**config.mk**
```make
export PLATFORM = sky130hd
export DESIGN_NAME = muldiv_unit
export DESIGN_NICKNAME = d
export VERILOG_FILES = /design/src/rtl/muldiv_pkg.sv /design/src/rtl/muldiv_sign_adjust.sv /design/src/rtl/muldiv_unit.sv
export SDC_FILE = /design/constraint.sdc
export NUM_CORES = 2
export LEC_CHECK = 0
export BUFFER_PORTS_ARGS = -buffer_cell sky130_fd_sc_hd__buf_2
export CORE_MARGIN = 4
export CORE_UTILIZATION = 30
export CTS_CLUSTER_DIAMETER = 40
export DETAILED_ROUTE_END_ITERATION = 16
export PLACE_DENSITY = 0.54
export SYNTH_ARGS = -nofsm -noshare
export SYNTH_HDL_FRONTEND = slang
export SYNTH_SLANG_ARGS = --single-unit
```
**constraint.sdc**
```tcl
create_clock -name clk -period 8.5 [get_ports clk]
set_input_delay 1.7 -clock clk [delete_from_list [all_inputs] [get_ports clk]]
set_output_delay 1.7 -clock clk [all_outputs]
set_load 0.005 [all_outputs]
```
**src/rtl/muldiv_pkg.sv**
```systemverilog
// Shared types and constants for the iterative RV64M multiply/divide unit.
package muldiv_pkg;

  localparam int XLEN  = 64;
  localparam int ITERS = XLEN;

  localparam logic [63:0] DIV0_QUOT = '1;
  localparam logic [63:0] INT64_MIN = 64'h8000_0000_0000_0000;

  typedef enum logic [2:0] {
    OP_MUL    = 3'd0,
    OP_MULH   = 3'd1,
    OP_MULHSU = 3'd2,
    OP_MULHU  = 3'd3,
    OP_DIV    = 3'd4,
    OP_DIVU   = 3'd5,
    OP_REM    = 3'd6,
    OP_REMU   = 3'd7
  } muldiv_op_t;

  typedef enum logic [1:0] {
    ST_IDLE,
    ST_CALC,
    ST_DONE
  } muldiv_state_t;

  function automatic logic op_is_div(muldiv_op_t o);
    return o inside {OP_DIV, OP_DIVU, OP_REM, OP_REMU};
  endfunction

endpackage

```
**src/rtl/muldiv_sign_adjust.sv**
```systemverilog
// Turns unsigned magnitude results into the architectural RV64M result,
// including sign restoration and the divide-by-zero / overflow values.
module muldiv_sign_adjust
  import muldiv_pkg::*;
(
  input  muldiv_op_t        op,
  input  logic [2*XLEN-1:0] work,
  input  logic              s1,
  input  logic              s2,
  input  logic              div_zero,
  input  logic              div_ovf,
  input  logic              mul_zero,
  input  logic [XLEN-1:0]   a_raw,
  output logic [XLEN-1:0]   result
);

  logic [2*XLEN-1:0] prod;
  logic [XLEN-1:0]   quot;
  logic [XLEN-1:0]   rem;

  // Multiply keeps the full product in work; divide keeps {remainder, quotient}.
  always_comb begin
    prod   = (s1 ^ s2) ? -work : work;
    quot   = (s1 ^ s2) ? -work[XLEN-1:0] : work[XLEN-1:0];
    rem    = s1 ? -work[2*XLEN-1:XLEN] : work[2*XLEN-1:XLEN];
    result = '0;
    unique case (op)
      OP_MUL:                       result = prod[XLEN-1:0];
      OP_MULH, OP_MULHSU, OP_MULHU: result = prod[2*XLEN-1:XLEN];
      OP_DIV, OP_DIVU:              result = div_zero ? DIV0_QUOT :
                                             div_ovf  ? INT64_MIN : quot;
      default:                      result = div_zero ? a_raw :
                                             div_ovf  ? '0 : rem;
    endcase
    // A zero multiply operand may have skipped the iterations entirely.
    if (mul_zero) result = '0;
  end

endmodule

```
**src/rtl/muldiv_unit.sv**
```systemverilog
// Iterative 64-bit RV64M multiply/divide unit (shift-add / restoring divide).
// Optional macro MULDIV_FAST_PATH_EN lets trivial cases bypass the iterations.
module muldiv_unit #(
  parameter int XLEN  = 64,
  parameter int ITERS = 64
) (
  input  logic            clk,
  input  logic            rst_n,
  input  logic            start,
  input  logic [2:0]      op,
  input  logic [XLEN-1:0] rs1_data,
  input  logic [XLEN-1:0] rs2_data,
  input  logic [4:0]      rd_in,
  output logic            busy,
  output logic            done,
  output logic [XLEN-1:0] result,
  output logic [4:0]      rd_out,
  output logic            reg_write
);
  import muldiv_pkg::*;

  localparam int CW = $clog2(ITERS) + 1;

  muldiv_state_t     state, state_nx;
  muldiv_op_t        op_q, op_in;
  logic [4:0]        rd_q, rd_hold;
  logic [XLEN-1:0]   a_raw, operand, result_hold, adj_result;
  logic [2*XLEN-1:0] work, work_nx;
  logic [CW-1:0]     cnt;
  logic              s1, s2, div_zero, div_ovf, mul_zero;
  logic              in_div, in_s1, in_s2, in_div_zero, in_div_ovf, in_mul_zero, fast;
  logic [XLEN-1:0]   a_mag_in, b_mag_in;
  logic [XLEN:0]     trial, mac;

  always_comb begin
    op_in       = muldiv_op_t'(op);
    in_div      = op_is_div(op_in);
    in_s1       = (op_in inside {OP_MUL, OP_MULH, OP_MULHSU, OP_DIV, OP_REM}) && rs1_data[XLEN-1];
    in_s2       = (op_in inside {OP_MUL, OP_MULH, OP_DIV, OP_REM}) && rs2_data[XLEN-1];
    a_mag_in    = in_s1 ? -rs1_data : rs1_data;
    b_mag_in    = in_s2 ? -rs2_data : rs2_data;
    in_div_zero = in_div && (rs2_data == '0);
    in_div_ovf  = (op_in inside {OP_DIV, OP_REM}) && (rs1_data == INT64_MIN) && (rs2_data == '1);
    in_mul_zero = !in_div && ((rs1_data == '0) || (rs2_data == '0));
  end

`ifdef MULDIV_FAST_PATH_EN
  assign fast = in_div_zero | in_div_ovf | in_mul_zero;
`else
  assign fast = 1'b0;
`endif

  // operand holds the multiplicand or the divisor; work holds product or {rem, quot}.
  always_comb begin
    trial = {work[2*XLEN-1:XLEN], work[XLEN-1]} - {1'b0, operand};
    mac   = {1'b0, work[2*XLEN-1:XLEN]} + {1'b0, operand};
    if (op_is_div(op_q)) begin
      if (!trial[XLEN]) work_nx = {trial[XLEN-1:0], work[XLEN-2:0], 1'b1};
      else              work_nx = {work[2*XLEN-2:0], 1'b0};
    end else if (work[0]) begin
      work_nx = {mac, work[XLEN-1:1]};
    end else begin
      work_nx = {1'b0, work[2*XLEN-1:1]};
    end
  end

  always_comb begin
    state_nx = state;
    unique case (state)
      ST_IDLE: if (start) state_nx = fast ? ST_DONE : ST_CALC;
      ST_CALC: if (cnt == CW'(ITERS - 1)) state_nx = ST_DONE;
      ST_DONE: state_nx = ST_IDLE;
      default: state_nx = ST_IDLE;
    endcase
  end

  always_ff @(posedge clk or negedge rst_n) begin
    if (!rst_n) begin
      state       <= ST_IDLE;
      op_q        <= OP_MUL;
      rd_q        <= '0;
      rd_hold     <= '0;
      a_raw       <= '0;
      operand     <= '0;
      work        <= '0;
      cnt         <= '0;
      s1          <= 1'b0;
      s2          <= 1'b0;
      div_zero    <= 1'b0;
      div_ovf     <= 1'b0;
      mul_zero    <= 1'b0;
      result_hold <= '0;
    end else begin
      state <= state_nx;
      if (state == ST_IDLE && start) begin
        op_q     <= op_in;
        rd_q     <= rd_in;
        a_raw    <= rs1_data;
        s1       <= in_s1;
        s2       <= in_s2;
        div_zero <= in_div_zero;
        div_ovf  <= in_div_ovf;
        mul_zero <= in_mul_zero;
        operand  <= in_div ? b_mag_in : a_mag_in;
        work     <= {{XLEN{1'b0}}, (in_div ? a_mag_in : b_mag_in)};
        cnt      <= '0;
      end else if (state == ST_CALC) begin
        work <= work_nx;
        cnt  <= cnt + CW'(1);
      end
      if (state == ST_DONE) begin
        result_hold <= adj_result;
        rd_hold     <= rd_q;
      end
    end
  end

  muldiv_sign_adjust u_sign_adjust (
    .op       (op_q),
    .work     (work),
    .s1       (s1),
    .s2       (s2),
    .div_zero (div_zero),
    .div_ovf  (div_ovf),
    .mul_zero (mul_zero),
    .a_raw    (a_raw),
    .result   (adj_result)
  );

  assign busy      = (state != ST_IDLE);
  assign done      = (state == ST_DONE);
  assign result    = done ? adj_result : result_hold;
  assign rd_out    = done ? rd_q : rd_hold;
  assign reg_write = done && (rd_out != 5'd0);

endmodule

```
# --- After elaboration in Yosys (flattened, before gate mapping) ---
# Index checks and enable logic that the tools add are counted.
classes:
  add_sub_neg: 8
  eq_ne: 20
  n_mux: 25
  n_bitwise: 1
  reduce_logical: 26
ops:
  columns: ["cell", "n"]
  rows:
  - ["$mux 128", 6]
  - ["$mux 64", 12]
  - ["$neg 64->64", 4]
  - ["$pmux 64 s3", 1]
  - ["$eq 64x64->1 const B", 2]
  - ["$logic_not 64->1", 2]
  - ["$neg 128->128", 1]
  - ["$add 64x64->65", 1]
  - ["$sub 65x64->65", 1]
  - ["$eq 3x3->1 const B", 8]
  - ["$mux 7", 2]
  - ["$reduce_bool 4->1", 3]
  - ["$reduce_bool 5->1", 2]
  - ["$eq 3x2->1 const B", 3]
  - ["$logic_and 1x1->1", 8]
  - ["$add 7x1->7 const B", 1]
  - ["$eq 7x6->1 const B", 1]
  - ["$eq 3x1->1 const B", 2]
  - ["$logic_not 3->1", 2]
  - ["$reduce_bool 2->1", 3]
  - ["$mux 5", 1]
  - ["$mux 2", 2]
  - ["$ne 2x2->1 const B", 2]
  - ["$pmux 2 s2", 1]
  - ["9 further kinds", 9]
totals:
  ff_bits: 347
  output_inout_bits: 72

# --- Longest topological paths before layout ---
depth:
  ltp_word: 7
  ltp_mapped: 17

# --- By module ---
# From an unflattened synthesis, not the netlist that was laid out.
hier_totals:
  hier_cells: 4676
  area_unflattened_um2: 34997.3
modules_own_cells:
  columns: ["mod", "instances", "cells_each", "area_each_um2"]
  rows:
  - ["muldiv_unit", 1, 3456, 27500.1]
  - ["muldiv_sign_adjust", 1, 1220, 7497.2]

# --- Least setup slack after synthesis ---
# No wires, ideal clock.
synth_timing:
  kind: "register to output"
  start: "register work[0]"
  end: "output port result[32]"
  t_arrival_ps: 3724
  slack_ps: 3076
  path_stages_with_launch: 16
  path_cell_list: "dfrtp_1 > clkbuf_1 > clkinv_1 > clkbuf_1 > ha_1 > nor2b_1 > nand3_1 > or3_1 > clkbuf_1 > nor4b_2 > nand2_1 > clkbuf_1 > o21ai_0 > xor2_1 > o221ai_1 > a32o_1"
synth_between:
  elab_chain_len: 7
  word_cells_on_any_way: 9
  classes_between: "add/sub: 2; mux: 7"
synth_lines:
  columns: ["item", "line", "rtl"]
  rows:
  - ["from (decl)", "muldiv_unit.sv:28", "logic [2*XLEN-1:0] work, work_nx;"]
  - ["from (signal assigned)", "muldiv_unit.sv:105", "work <= {{XLEN{1'b0}}, (in_div ? a_mag_in : b_mag_in)};"]
  - ["from (signal assigned)", "muldiv_unit.sv:108", "work <= work_nx;"]
  - ["$neg 64->64", "muldiv_sign_adjust.sv:24", "quot = (s1 ^ s2) ? -work[XLEN-1:0] : work[XLEN-1:0];"]
  - ["$mux 64", "muldiv_sign_adjust.sv:24", null]
  - ["$mux 64", "muldiv_sign_adjust.sv:31", "div_ovf ? INT64_MIN : quot;"]
  - ["$mux 64", "muldiv_sign_adjust.sv:30", "OP_DIV, OP_DIVU: result = div_zero ? DIV0_QUOT :"]
  - ["$pmux 64 s3 (*)", "muldiv_sign_adjust.sv:27", "unique case (op)"]
  - ["$mux 64 (*)", "muldiv_sign_adjust.sv:36", "if (mul_zero) result = '0;"]
  - ["$mux 64 (*)", null, null]
  - ["to (decl)", "muldiv_unit.sv:16", "output logic [XLEN-1:0] result,"]
# Mark *: on every way between the ends. The rest lies on a longest branch, timed or not.

# --- Final worst setup path ---
layout_timing:
  start: "register work[25]"
  end: "output port result[63]"
# Same word-level chain as after synthesis.

==> run summary <==
Max Fclk -> 129 MHz
Post-synth EDFFs -> 0
CP bufs+invs -> 1
MaxCap Viol Count -> 0
grt ovf -> 0
Setup violations, final -> 0
final wirelength -> 140 mm
slowest cell on the critical path -> nand2_1
Min-Delay Path Class -> register to register
WHS -> 0.463 ns
Core Rows -> 121
first-pass GRT wire length -> 206 mm
most used flip-flop cell after synthesis -> dfrtp_1
RR Startpoint -> work[25]
cell with the most instances after synthesis -> nand2_1
synthesized area per cell -> 7.50 um^2
first-pass iteration count of the detailed router -> 7
vias in the first global route -> 31600
num ports -> 211
Post-DP HPWL -> 108 mm
setup TNS -> 0 ns
overall routing resource usage -> 0.232
Worst path top cell family by delay -> simple AND/OR/NAND/NOR gates
dpl ws -> 1.44 ns
Clock Sinks -> 347
Period minus WS final -> 7.78 ns
core area -> 109000 um^2
DR vias/cell -> 5.77
CTS Hold Bufs -> 0
async set-or-reset flop fraction in the synthesized netlist -> 1.00
Final period util -> 0.916
CP endpoint -> result[63]
drt initial violations -> 3193
antenna violations before repair -> 10
worst setup path startpoint -> work[25]
Yosys top cell area share -> 0.265
Die Span X -> 339 um
commonest cells in the netlist -> nand2_1 (629), a21oi_1 (433), o21ai_0 (414)
placed insts -> 5700
crit path DAT -> 6.08 ns
IO Port Bufs -> 210
root buffer cell -> clkbuf_16
CP cell instances -> or3_1, or4_1, nor4_1, nand4_1, nor2_1, and3b_1, nand2_1, nor2_1, nor2_1, a2111oi_0, nor2_1, o31ai_1, buf_2
WL/cell -> 24.1 um
power after layout -> 16.0 mW
mapped cell area -> 32800 um^2
Final Hold Viols -> 0
worst skew pair latency -> 0.64 ns
post-route ant nets -> 0
Die Ht -> 339 um
Crit. path cell count -> 13
initial core utilization -> 0.302
crit path capture type -> output pin
RSZ-0062 raised after global routing -> false
met1 usage -> 0.331
number of CTS-inserted buffers -> 58
VDD IR-drop max -> 318 uV
run status -> complete, no violations
R2R depth -> 12
# DRC -> 0
# resized after CTS -> 0
PwrDens -> 432 nW/um^2
Post-CTS Setup Bufs -> 0
#FFs+latches synth -> 347
Critical Path Fanout Max -> 21
Synth area leaders -> dfrtp_1 (26%), nand2_1 (7.2%), a21oi_1 (6.6%)
Global Route met3 Usage -> 0.0321
Worst Setup Start Kind -> register
Worst-path clk slew -> 0.06 ns
layout cells sized above 1 -> 0.0976
busiest grt layer -> met2
global placement routability congestion -> 0.935
Slew Limit Headroom -> 0.152
area delta synth->final -> 12.6%
fin. max-slew vios -> 0
r2r setup slk -> 3.10 ns
leading area contributor after synthesis -> dfrtp_1
cells after synthesis -> 4376
maximum clock insertion buffer count -> 3
setup ws final -> 0.718 ns
largest net degree at the start of global routing -> 145
met2 Use GR -> 0.354
H-tree depth -> 2
crit-path max cell delay -> 0.73 ns
Seq/Total Area, Yosys -> 0.265
Syn Nets -> 4651
Slew @ Worst Pin -> 1.26 ns
CP dominant cell by count -> nor2_1
leakage -> 15.2 nW
Finished Layout Cells -> 5813
Critical Path RT -> 6.80 ns
Syn. warnings -> 0
die area -> 115000 um^2
Setup CP Type -> register to output pin
total number of vias -> 33500
Worst R2R End -> result_hold[63]
skew final -> 0.0306 ns
nets@finish -> 4621
Yosys cell types -> 85
CTS tree -> built
==> power by group <==
| part | total, mW | switching, mW | internal (mW) |
|---|---|---|---|
| Sequential | 3.50 | 1.28 | 2.21 |
| Combinational | 9.95 | 6.06 | 3.89 |
| Clock | 2.52 | 0.994 | 1.53 |
| Total | 16.0 | 8.34 | 7.63 |
==> layout by cell type (no fill, tap or decap), types with 122 or more instances in the layout <==
master and n:
xnor2_1 215, dfrtp_1 343, nand2_1 626, buf_2 208
inv_1 122, xor2_1 207, mux2i_1 152, nor2_1 328
a21oi_1 433, o21ai_0 413, ha_1 134
==> area by class of cell <==
cell class | instances | area, um^2
Multi-Input combinational cell | 3545 | 22400
Fill cell | 11600 | 71800
Clock buffer | 62 | 1500
Inverter | 126 | 473
Clock inverter | 47 | 572
Tap cell | 1414 | 1770
Antenna cell | 4 | 10.0
Timing Repair Buffer | 268 | 1550
Sequential cell | 347 | 8690
==> worst min path at each step <==
| stage | start | to | cells after the start |
|---|---|---|---|
| 2_1_floorplan | cnt[6] | state[1] | 1 |
| 4_1_cts | cnt[6] | state[1] | 1 |
| 6_report | cnt[6] | state[1] | 1 |
| 3_5_place_dp | cnt[6] | state[1] | 1 |
| 5_1_grt | a_raw[28] | a_raw[28] | 2 |
| 3_3_place_gp | cnt[6] | state[1] | 1 |
==> routing by layer <==
| layer | wire length (um) | up-vias |
|---|---|---|
| met1 | 63500 | 16200 |
| met3 | 10300 | 242 |
| met4 | 5950 | 2 |
| met5 | 13 | - |
| met2 | 60100 | 1359 |
| li1 | - | 15700 |
==> cells by family (layout without fill, tap and decap cells) <==
logic type | Yosys count | in the layout | share of synthesized area
multiplexers | 153 | 153 | 0.0467
XOR/XNOR | 425 | 425 | 0.113
other | 0 | 4 | 0
buffers and inverters | 484 | 503 | 0.0568
AO/OA/AOI/OAI | 1415 | 1415 | 0.270
adder cells (fa/ha/maj) | 136 | 136 | 0.0523
flip-flops | 347 | 347 | 0.265
AND/OR/NAND/NOR | 1416 | 1416 | 0.197
==> stage by stage <==
stage / instance area, um^2 / util
detailed placement: 34900 / 0.321
global route: 36900 / 0.340
finish: 36900 / 0.340
floorplan: 32800 / -
CTS: 36900 / 0.340
global placement: 34900 / 0.321
==> registers in the layout (all words and copies together), names as in the netlist <==
name / flops
rd_q: 5
op_q: 3
div_zero: 1
work: 128
div_ovf: 1
rd_hold: 5
mul_zero: 1
s1: 1
a_raw: 64
cnt: 7
operand: 64
result_hold: 64
s2: 1
state: 2
==> worst register-to-register path, stage by stage (launching register included) <==
cell and delay (ns):
dfrtp_1 0.43, or3_1 0.44, or4_1 0.47, nor4_1 0.52
nand4_1 0.31, nor2_1 0.33, and3b_1 0.32, nand2_1 0.73
nor2_1 0.44, nor2_1 0.19, a2111oi_0 0.48, nor2_1 0.09
o31ai_1 0.49
Note: power is estimated with default switching activity, not from simulation.
